`config.mk`:
```
export PLATFORM = sky130hd
export DESIGN_NAME = router_fifo
export DESIGN_NICKNAME = d
export VERILOG_FILES = /design/src/rtl/router_pkg.sv /design/src/rtl/router_fifo_mem.sv /design/src/rtl/router_fifo.sv
export SDC_FILE = /design/constraint.sdc
export NUM_CORES = 1
export LEC_CHECK = 0
export CAP_MARGIN = 30
export CORE_MARGIN = 2
export CORE_UTILIZATION = 50
export CTS_CLUSTER_SIZE = 28
export DETAILED_ROUTE_END_ITERATION = 7
export PLACE_DENSITY = 0.64
export SLEW_MARGIN = 0
export SYNTH_ARGS = -nofsm -noshare
export SYNTH_HDL_FRONTEND = slang
export SYNTH_SLANG_ARGS = --single-unit
```
`constraint.sdc`:
```
create_clock -name clk -period 3.8 [get_ports clk]
set_input_delay 0.38 -clock clk [delete_from_list [all_inputs] [get_ports clk]]
set_output_delay 0.38 -clock clk [all_outputs]
set_load 0.05 [all_outputs]
```
`src/rtl/router_pkg.sv`:
```
// Shared definitions for the 1x3 router: data width, header field
// positions, destination address encodings and the packet-length helper.
package router_pkg;

    localparam int ROUTER_DATA_W = 8;

    // Header byte layout: [7:2] payload length, [1:0] destination address
    localparam int HDR_LEN_MSB  = 7;
    localparam int HDR_LEN_LSB  = 2;
    localparam int HDR_ADDR_MSB = 1;
    localparam int HDR_ADDR_LSB = 0;
    localparam int HDR_LEN_W    = HDR_LEN_MSB - HDR_LEN_LSB + 1;
    localparam int HDR_ADDR_W   = HDR_ADDR_MSB - HDR_ADDR_LSB + 1;

    // Bytes remaining after a header: payload plus parity must fit here
    localparam int PKT_CNT_W = HDR_LEN_W + 1;

    typedef enum logic [HDR_ADDR_W-1:0] {
        ADDR_P0 = 2'd0,
        ADDR_P1 = 2'd1,
        ADDR_P2 = 2'd2
    } router_addr_e;

    // Number of bytes that follow a header: payload length plus parity
    function automatic logic [PKT_CNT_W-1:0] hdr_pkt_count(
        input logic [ROUTER_DATA_W-1:0] hdr
    );
        return PKT_CNT_W'(hdr[HDR_LEN_MSB:HDR_LEN_LSB]) + PKT_CNT_W'(1);
    endfunction

endpackage

```
`src/rtl/router_fifo_mem.sv`:
```
// Storage array for router_fifo: synchronous write, asynchronous read,
// no reset (contents are qualified by the pointers in the parent).
module router_fifo_mem
    import router_pkg::*;
#(
    parameter int DEPTH = 16,
    parameter int W     = ROUTER_DATA_W + 1
)(
    input  logic                     clk,
    input  logic                     we,
    input  logic [$clog2(DEPTH)-1:0] waddr,
    input  logic [W-1:0]             wdata,
    input  logic [$clog2(DEPTH)-1:0] raddr,
    output logic [W-1:0]             rdata
);

    logic [W-1:0] mem_q [DEPTH];

    // Write port: one entry per accepted write
    always_ff @(posedge clk) begin
        if (we) begin
            mem_q[waddr] <= wdata;
        end
    end

    assign rdata = mem_q[raddr];

endmodule

```
`src/rtl/router_fifo.sv`:
```
// Per-destination output buffer of the 1x3 router. Stores {hdr_flag, data}
// per entry, reports full/empty to the synchronizer, and tracks packet
// boundaries on the read side so pkt_end marks the parity byte on dout.
// Optional feature: define ROUTER_FIFO_OCC_EN to add the registered
// occupancy output occ.
module router_fifo
    import router_pkg::*;
#(
    parameter int DEPTH = 16,
    parameter int WIDTH = ROUTER_DATA_W
)(
    input  logic                     clk,
    input  logic                     rstn,
    input  logic                     soft_rst,
    input  logic                     we,
    input  logic                     lfd,
    input  logic [WIDTH-1:0]         din,
    input  logic                     re,
    output logic [WIDTH-1:0]         dout,
    output logic                     full,
    output logic                     empty,
`ifdef ROUTER_FIFO_OCC_EN
    output logic [$clog2(DEPTH):0]   occ,
`endif
    output logic                     pkt_end
);

    localparam int AW = $clog2(DEPTH);

    logic [AW:0]            wr_ptr_q, wr_ptr_d;
    logic [AW:0]            rd_ptr_q, rd_ptr_d;
    logic [WIDTH-1:0]       dout_q, dout_d;
    logic                   pkt_end_q, pkt_end_d;
    logic [PKT_CNT_W-1:0]   pkt_cnt_q, pkt_cnt_d;

    logic                   wr_acc;
    logic                   rd_acc;
    logic                   mem_we;
    logic [WIDTH:0]         rd_entry;
    logic                   rd_is_hdr;

    // Flags decode the registered pointers only, so they reflect state
    // before this cycle's read; a write while full is dropped even if a
    // read frees a slot in the same cycle.
    assign empty  = (wr_ptr_q == rd_ptr_q);
    assign full   = (wr_ptr_q[AW] != rd_ptr_q[AW]) &&
                    (wr_ptr_q[AW-1:0] == rd_ptr_q[AW-1:0]);

    assign wr_acc = we & ~full;
    assign rd_acc = re & ~empty;

    // A write coinciding with either reset is discarded
    assign mem_we = wr_acc & rstn & ~soft_rst;

    router_fifo_mem #(
        .DEPTH (DEPTH),
        .W     (WIDTH + 1)
    ) u_mem (
        .clk   (clk),
        .we    (mem_we),
        .waddr (wr_ptr_q[AW-1:0]),
        .wdata ({lfd, din}),
        .raddr (rd_ptr_q[AW-1:0]),
        .rdata (rd_entry)
    );

    assign rd_is_hdr = rd_entry[WIDTH];

    // Next-state: pointer advance, read data capture and packet tracking
    always_comb begin
        wr_ptr_d  = wr_ptr_q;
        rd_ptr_d  = rd_ptr_q;
        dout_d    = dout_q;
        pkt_cnt_d = pkt_cnt_q;
        pkt_end_d = 1'b0;

        if (wr_acc) begin
            wr_ptr_d = wr_ptr_q + (AW+1)'(1);
        end

        if (rd_acc) begin
            rd_ptr_d = rd_ptr_q + (AW+1)'(1);
            dout_d   = rd_entry[WIDTH-1:0];
            if (rd_is_hdr) begin
                // Header: count payload plus parity byte still to come
                pkt_cnt_d = hdr_pkt_count(rd_entry[ROUTER_DATA_W-1:0]);
            end else if (pkt_cnt_q != '0) begin
                pkt_cnt_d = pkt_cnt_q - PKT_CNT_W'(1);
                pkt_end_d = (pkt_cnt_q == PKT_CNT_W'(1));
            end
            // Stray byte outside any packet: delivered, counter stays 0
        end

        // Timeout clear from the synchronizer behaves exactly like reset
        if (soft_rst) begin
            wr_ptr_d  = '0;
            rd_ptr_d  = '0;
            dout_d    = '0;
            pkt_cnt_d = '0;
            pkt_end_d = 1'b0;
        end
    end

    // State registers with synchronous active-low reset
    always_ff @(posedge clk) begin
        if (!rstn) begin
            wr_ptr_q  <= '0;
            rd_ptr_q  <= '0;
            dout_q    <= '0;
            pkt_cnt_q <= '0;
            pkt_end_q <= 1'b0;
        end else begin
            wr_ptr_q  <= wr_ptr_d;
            rd_ptr_q  <= rd_ptr_d;
            dout_q    <= dout_d;
            pkt_cnt_q <= pkt_cnt_d;
            pkt_end_q <= pkt_end_d;
        end
    end

    assign dout    = dout_q;
    assign pkt_end = pkt_end_q;

`ifdef ROUTER_FIFO_OCC_EN
    logic [AW:0] occ_q;
    logic [AW:0] occ_d;

    // Occupancy follows the next pointer values so it moves with them
    always_comb begin
        occ_d = wr_ptr_d - rd_ptr_d;
    end

    // Occupancy register, cleared with the pointers
    always_ff @(posedge clk) begin
        if (!rstn) begin
            occ_q <= '0;
        end else begin
            occ_q <= occ_d;
        end
    end

    assign occ = occ_q;
`endif

endmodule

```
======== Yosys cells after proc, flatten, opt, wreduce, memory -nomap -nowiden ========
Memories as Yosys holds them, arrays and structs flattened. A register that Yosys moved wholly into a read port is not among the register bits.
Index checks and enable logic that the tools add are counted.
storage, ports and cells
  memories ................................ 1
  input bits .............................. 14
  register bits after elaboration ......... 26
  RAM bits ................................ 144
memories
  memory       words  width  rd ports  clocked after memory_dff  write ports  line                   text
  u_mem.mem_q  16     9      1         1                         1            router_fifo_mem.sv:17  logic [W-1:0] mem_q [DEPTH];
cells by class
  add/subtract/negate cells ............... 4
  bitwise gates (word level) .............. 10
  muxes and demuxes ....................... 6
  reduce and logical (&&, ||, !) cells .... 6
  equal/unequal tests ..................... 4
operators with widths
  cell                                                                   count
  7-bit two-way mux                                                      2
  5-bit by 1-bit adder with 5-bit output, second input constant          2
  4-bit two-way mux                                                      2
  6-bit by 1-bit adder with 7-bit output, second input constant          1
  7-bit by 1-bit equality test with 1-bit output, second input constant  1
  7-bit nonzero test                                                     1
  7-bit by 1-bit subtractor with 7-bit output, second input constant     1
  1-bit inverter                                                         6
  5-bit equality test                                                    1
  5-bit OR reduction                                                     1
  1-bit bitwise AND                                                      4
  4-bit equality test                                                    1
  1-bit two-way mux                                                      2
  2-bit AND reduction                                                    1
  2-bit nonzero test                                                     1
  2-bit OR reduction                                                     1
  1-bit logical AND                                                      1
  1-bit != test                                                          1

======== Logic depth before layout (Yosys ltp) ========
Gate-level depths: netlist of the first run.
  word-level depth ........................ 8
  mapped depth ............................ 9
  depth with buffers taken out ............ 9

======== By module ========
A second synthesis of the first run with hierarchy kept.
second synthesis, totals
  cells, all modules ...................... 414
  area, all modules ....................... 6982.9 um^2
by module, submodules not included
  module           times used  seq. area each (um^2)  area each (um^2)  cells an instance
  router_fifo_mem  1           4324.1                 5600.4            245
  router_fifo      1           520.5                  1382.6            169

======== Worst setup path before layout of the first run ========
Ideal clock, no wire load.
  path kind ............................... register to register
  from .................................... reg with a tool-made name
  to ...................................... reg pkt_cnt_q[1]
  arrival time ............................ 2207 ps
  required time ........................... 3672 ps
  clock period less this slack ............ 2335 ps
  setup time .............................. 128 ps
  path buffers ............................ 2
  cell stages (with the launch flop) ...... 10
  path slack .............................. 1465 ps
  cell sequence ........................... dfxtp_1 buf_2 buf_4 mux4_2 a22oi_1 nand2_1 ha_1 mux2_2 o22ai_1 nor2_1
RTL lines
  item                    line                text
  end signal: assignment  router_fifo.sv:116  pkt_cnt_q <= pkt_cnt_d;
  end: declaration        router_fifo.sv:34   logic [PKT_CNT_W-1:0] pkt_cnt_q, pkt_cnt_d;

======== Worst setup path in the final report of the first run ========
  from .................................... reg wr_ptr_q[2]
  to ...................................... out empty
between the ends
  cells in the longest elaborated chain, start to end .. 1
RTL lines
  item                      line                text
  start: declaration        router_fifo.sv:30   logic [AW:0] wr_ptr_q, wr_ptr_d;
  start signal: assignment  router_fifo.sv:113  wr_ptr_q <= wr_ptr_d;
  5-bit equality test       router_fifo.sv:45   assign empty = (wr_ptr_q == rd_ptr_q);
  end: declaration          router_fifo.sv:21   output logic empty,
Every way passes these cells.

==> results of run 1 <==
==> sequential cells by signal, indices dropped and copies added (netlist names), named ones only <==
signal,flops
pkt_end,1
pkt_cnt_q,7
u_mem.mem_q,144
rd_ptr_q,5
dout,8
wr_ptr_q,5
==> per-stage QoR <==
step,hold slack (ns),std cells
3_5_place_dp,0.451,618
4_1_cts,0.459,650
2_1_floorplan,0.479,421
5_1_grt,0.481,650
3_3_place_gp,0.446,616
6_report,0.457,650
==> final cells by class <==
class	instances	area, sq um
Timing Repair Buffer	39	360
Clock buffer	20	437
Fill cell	1077	5790
Clock inverter	12	72.6
Sequential cell	174	4930
Tap cell	180	225
Inverter	7	26.3
Multi-Input combinational cell	218	1940
==> cells in the final DEF, fill, tap and decap left out, types with 10 or more instances in the layout <==
master,synthesis,final
mux4_2,39,39
dfxtp_1,30,28
a22oi_1,10,10
edfxtp_1,144,144
xor2_1,11,11
clkbuf_16,0,17
clkdlybuf4s50_1,0,24
buf_4,5,13
nand2_1,36,36
nor2_1,33,33
a21oi_1,15,15
==> metal layers <==
metal / global-route usage / vias up
met5: 0 / -
li1: - / 1706
met1: 0.279 / 1924
met2: 0.332 / 125
met3: 0.0432 / 14
met4: 0.0639 / 0
==> where the power goes <==
| group | internal (uW) | switching [uW] |
|---|---|---|
| combinational | 49.1 | 80.7 |
| sequential | 2070 | 5.67 |
| clock | 825 | 672 |
| total | 2940 | 759 |
==> cell families (layout without fill, tap and decap cells) <==
kind of cell,after synthesis,after routing
compound gates,43,43
xor+xnor,17,17
fa+ha+maj,9,9
buf+inv,29,78
flops,174,174
mux,40,40
simple gates,109,109
==> worst paths after layout <==
kind	from	to	slack, ns	depth (start not counted)
worst max register to register	wr_ptr_q[2]$_SDFFE_PP0P_	pkt_cnt_q[4]$_SDFFE_PP0P_	1.17	7
worst max-delay path	wr_ptr_q[2]$_SDFFE_PP0P_	empty	0.83	4
worst min-delay path	dout[7]$_SDFFE_PP0N_	dout[7]$_SDFFE_PP0N_	0.46	2
worst min register to register	dout[7]$_SDFFE_PP0N_	dout[7]$_SDFFE_PP0N_	0.46	2
==> cell usage after synthesis (5+ instances only) <==
cell        n
edfxtp_1  144
mux4_2     39
nand2_1    36
nor2_1     33
dfxtp_1    30
a21oi_1    15
xor2_1     11
a22oi_1    10
ha_1        9
nor3_1      9
clkbuf_1    7
inv_1       7
nand2b_1    6
xnor2_1     6
buf_4       5
nand4_1     5
==> worst max-delay path, delay by kind of cell (launching register included) <==
kind                      cells  cell delay, ns
and+or+nand+nor               2            0.62
buffers and inverters         1            0.82
DFF                           1            0.61
xor gates and xnor gates      1            0.12
==> out/metrics.cfg, run 1 <==
[routing]
drt-vias-per-instance=5.80
drt-initial-drc-count=327
top_layer_used=met4
routedWlPerCell_um=21.8
via_count=3769
dr_wl_met3_um=754
drtPass1Iterations=4
final_antenna_net_count=0
totalWireLength_um=14200
drc=0
wl_met1_um=6200
dr_wl_met2_um=7070

[synth]
ys_ff_latch=174
netlist_instances=421
ys_warn_count=0
synth_fp_nets=444
synth_top_family_by_area=multiplexers
synthAdderAreaFrac=0.0161
synth_compound_area_frac=0.0409
syn_area_per_cell_sq_um=16.7
yosysTopAreaCell=edfxtp_1
synth_top_area_share=0.617
synth_area_leaders=edfxtp_1 62%, mux4_2 13%, dfxtp_1 8.6%, nand2_1 1.9%, nor2_1 1.8%
synth_edf_count=144
synthSimpleGateAreaFrac=0.0716
ys_seq_area_frac=0.702
synth_xor_area_frac=0.0212
ys_types=39
synthMuxAreaShare=0.127
synth-async-reset-ratio=0
netlist_area_sq_um=7010
synth_flop_cell=edfxtp_1

[outcome]
outcome=finished clean

[sta]
drv_slew=0
fmax_mhz=337
hold_violations=0
slew_headroom=0.353
rsz0062_at_grt=no
setup_viol=0
period_share=0.781
fin_crit_ns=2.97
fin_worst_skew_ns=0.00588
setup_slack_ns=0.832
fin_tns_setup_ns=0
worst_slew_pin_slew_ns=0.971

[clock_network]
cts_tree=built
cts.path.max_buffers=2
cts_resized=0
clkSlewWorstSetupHoldPaths_ns=0.06
numCtsBuffers=17
cts_hold_buffers=0
cts_htree_levels=4
post-cts-setup-buffers=0
clockRootBuffer=clkbuf_16
cts.sinks=174
clkLatencyLatePin_ns=0.41

[floorplan]
initial_utilization=0.509
io_pins=25
placementRows=43
die_y_um=122
core_sq_um=13800
die_area_sq_um=15000
dieWidth_um=122

[critical_path]
crit_type=flop to primary output
critical-path-slowest-cell=clkdlybuf4s50_1
critPathLaunchType=flop
cpPeakStageDelay_ns=0.82
cp.arrival_ns=2.59
path_cells=xor2_1 > nor4_1 > and2_1 > clkdlybuf4s50_1
required_ns=3.42
crit_fanout=11
end_kind=primary output

[placed_design]
dpl_worst_slack_ns=1.04
io_buffers=24
dpl.hpwl_um=9610
finalWeightedCongestion=0.813
postPlaceCellArea_sq_um=7480

[global_routing]
antenna_found_initial=0
grt_pass1_vias=3726
grt_first_pass_wirelength_um=21600
grt_overflow=0
grt_usage=0.204
grt_max_degree=26

[power]
powerDensity_nw_per_um2=464
ir_drop_uv=308
p_total_uw=3700
power.leakage_uw=0.00256

[cells_and_area]
fin_nets=480
finalInstanceArea_sq_um=7990
num_antenna_cells=0
drive_above_1_share=0.183
final_core_util=0.580
area_growth_pct=13.9

[min_path]
hold_path_class=flop to flop

[job]
max-cap-violations=0

(Power assumes the default switching activity.)
==> run 2, diff against run 1 <==
- PLACE_DENSITY: 0.64 -> 0.67
- clock period: 3.8 -> 2.5 ns (I/O delays scaled with it)
==> run 2 against run 1 <==
  * Critical endpoint is now pkt_cnt_q[4]$_SDFFE_PP0P_
  * Cell count increased by 3.2%
  * Core utilization increased by 2.1 points
  * Critical path type is now flop to flop
  * Worst hold slack improved by 0.0051 ns
==> out/metrics.cfg, run 2 (synthesized netlist as in run 1, its figures left out) <==
[routing]
drt-initial-drc-count=595
routedWlPerCell_um=21.0
drt-vias-per-instance=5.76
drc=0
drtPass1Iterations=5
final_antenna_net_count=0
totalWireLength_um=14100
via_count=3864

[global_routing]
use_met2=0.334
grt_usage=0.207
grt_pass1_vias=3830
grt_overflow=0
grtUsageMet3=0.0576
use_met1=0.269
grt_first_pass_wirelength_um=22000
grt_max_degree=33
antenna_found_initial=0
top_usage_layer=met2

[power]
p_total_uw=6120
p_int_uw=4840
swShare=0.210
pwr-share-seq=0.515
p_clk_frac=0.453
combPwrFrac=0.032
powerDensity_nw_per_um2=740
power.leakage_uw=0.00274
power_switching_uw=1280
ir_drop_uv=507

[critical_path]
crit_fanout=12
critPathLaunchType=flop
required_ns=2.77
cp.arrival_ns=2.58
end_kind=flop
crit_type=flop to flop

[sta]
drv_slew=0
period_share=0.925
rsz0062_at_grt=no
hold_violations=0
fin_worst_skew_ns=0.0136
setup_viol=0
fin_crit_ns=2.31
worst_slew_pin_slew_ns=0.737
fmax_mhz=433
fin_worst_hold_slack_ns=0.462
slew_headroom=0.509
fin_tns_setup_ns=0

[clock_network]
clkLatencyLatePin_ns=0.43
post-cts-setup-buffers=0
clockRootBuffer=clkbuf_16
cts.path.max_buffers=2
numCtsBuffers=17
clkSlewWorstSetupHoldPaths_ns=0.06
cts.sinks=174
cts_htree_levels=4
cts_tree=built

[cells_and_area]
final_cell_mix=144 x edfxtp_1, 39 x mux4_2, 36 x nand2_1, 36 x buf_4, 33 x nor2_1
nFillCells=1053
fin_nets=501
num_antenna_cells=0
final_common_cell=edfxtp_1
area_growth_pct=18.0
drive_above_1_share=0.230
largest_reg_flops=144
top_register=u_mem.mem_q

[min_path]
min_from=dout[2]$_SDFFE_PP0N_
hold_path_class=flop to flop

[placed_design]
dpl.hpwl_um=9050
io_buffers=24
finalWeightedCongestion=0.804

[floorplan]
dieWidth_um=122
placementRows=43
initial_utilization=0.509
die_area_sq_um=15000
io_pins=25
core_sq_um=13800
die_y_um=122

[job]
max-cap-violations=0

[outcome]
outcome=finished clean

run 2: timing repair:
item | in CTS | in global routing
gates resized for setup | 0 | 2
setup endpoints to repair | 0 | 6
hold buffers | 0 | 0
run 2: metal layers:
layer,vias to the layer above,part of all wire
li1,1743,-
met1,1966,0.42
met2,128,0.50
met3,27,0.061
met4,0,0.021
met5,-,0
run 2: final cells by class:
cell class | count | area (sq um) | share of cell area
Clock buffer | 17 | 425 | 0.0514
Clock inverter | 15 | 204 | 0.0247
Inverter | 7 | 26.3 | 0.00318
Multi-Input combinational cell | 218 | 1940 | 0.234
Sequential cell | 174 | 4930 | 0.596
Tap cell | 180 | 225 | 0.0272
Timing Repair Buffer | 60 | 522 | 0.0631
run 2: power by group through the flow:
stage	registers (uW)	logic (uW)	clock network [uW]
after floorplan	3220	107	0
after global placement	3220	192	0
after detailed placement	3220	197	0
after CTS	3150	198	2810
after global routing	3150	217	2930
final	3150	197	2770
run 2: worst paths after layout:
kind         depth (start not counted)                        end  slack [ns]
min                                  2       dout[2]$_SDFFE_PP0N_        0.46
max reg2reg                          7  pkt_cnt_q[4]$_SDFFE_PP0P_        0.19
max                                  7  pkt_cnt_q[4]$_SDFFE_PP0P_        0.19
min reg2reg                          2       dout[2]$_SDFFE_PP0N_        0.46
run 2: metrics by stage:
stage | utilization | std cells | cell area, sq um | setup slack, ns
after CTS | 0.600 | 671 | 8270 | 0.0471
after floorplan | - | 421 | 7010 | 0.165
after global placement | 0.554 | 638 | 7630 | 0.0884
after detailed placement | 0.554 | 639 | 7640 | 0.0664
after global routing | 0.601 | 671 | 8270 | 0.0240
final | 0.601 | 671 | 8270 | 0.189
run 2: critical path: stages, from the launching register on:
cell,delay [ns]
dfxtp_4,0.49
buf_12,0.17
mux4_2,0.49
a22o_1,0.25
a221oi_2,0.35
inv_1,0.13
xnor2_1,0.17
o22ai_1,0.10
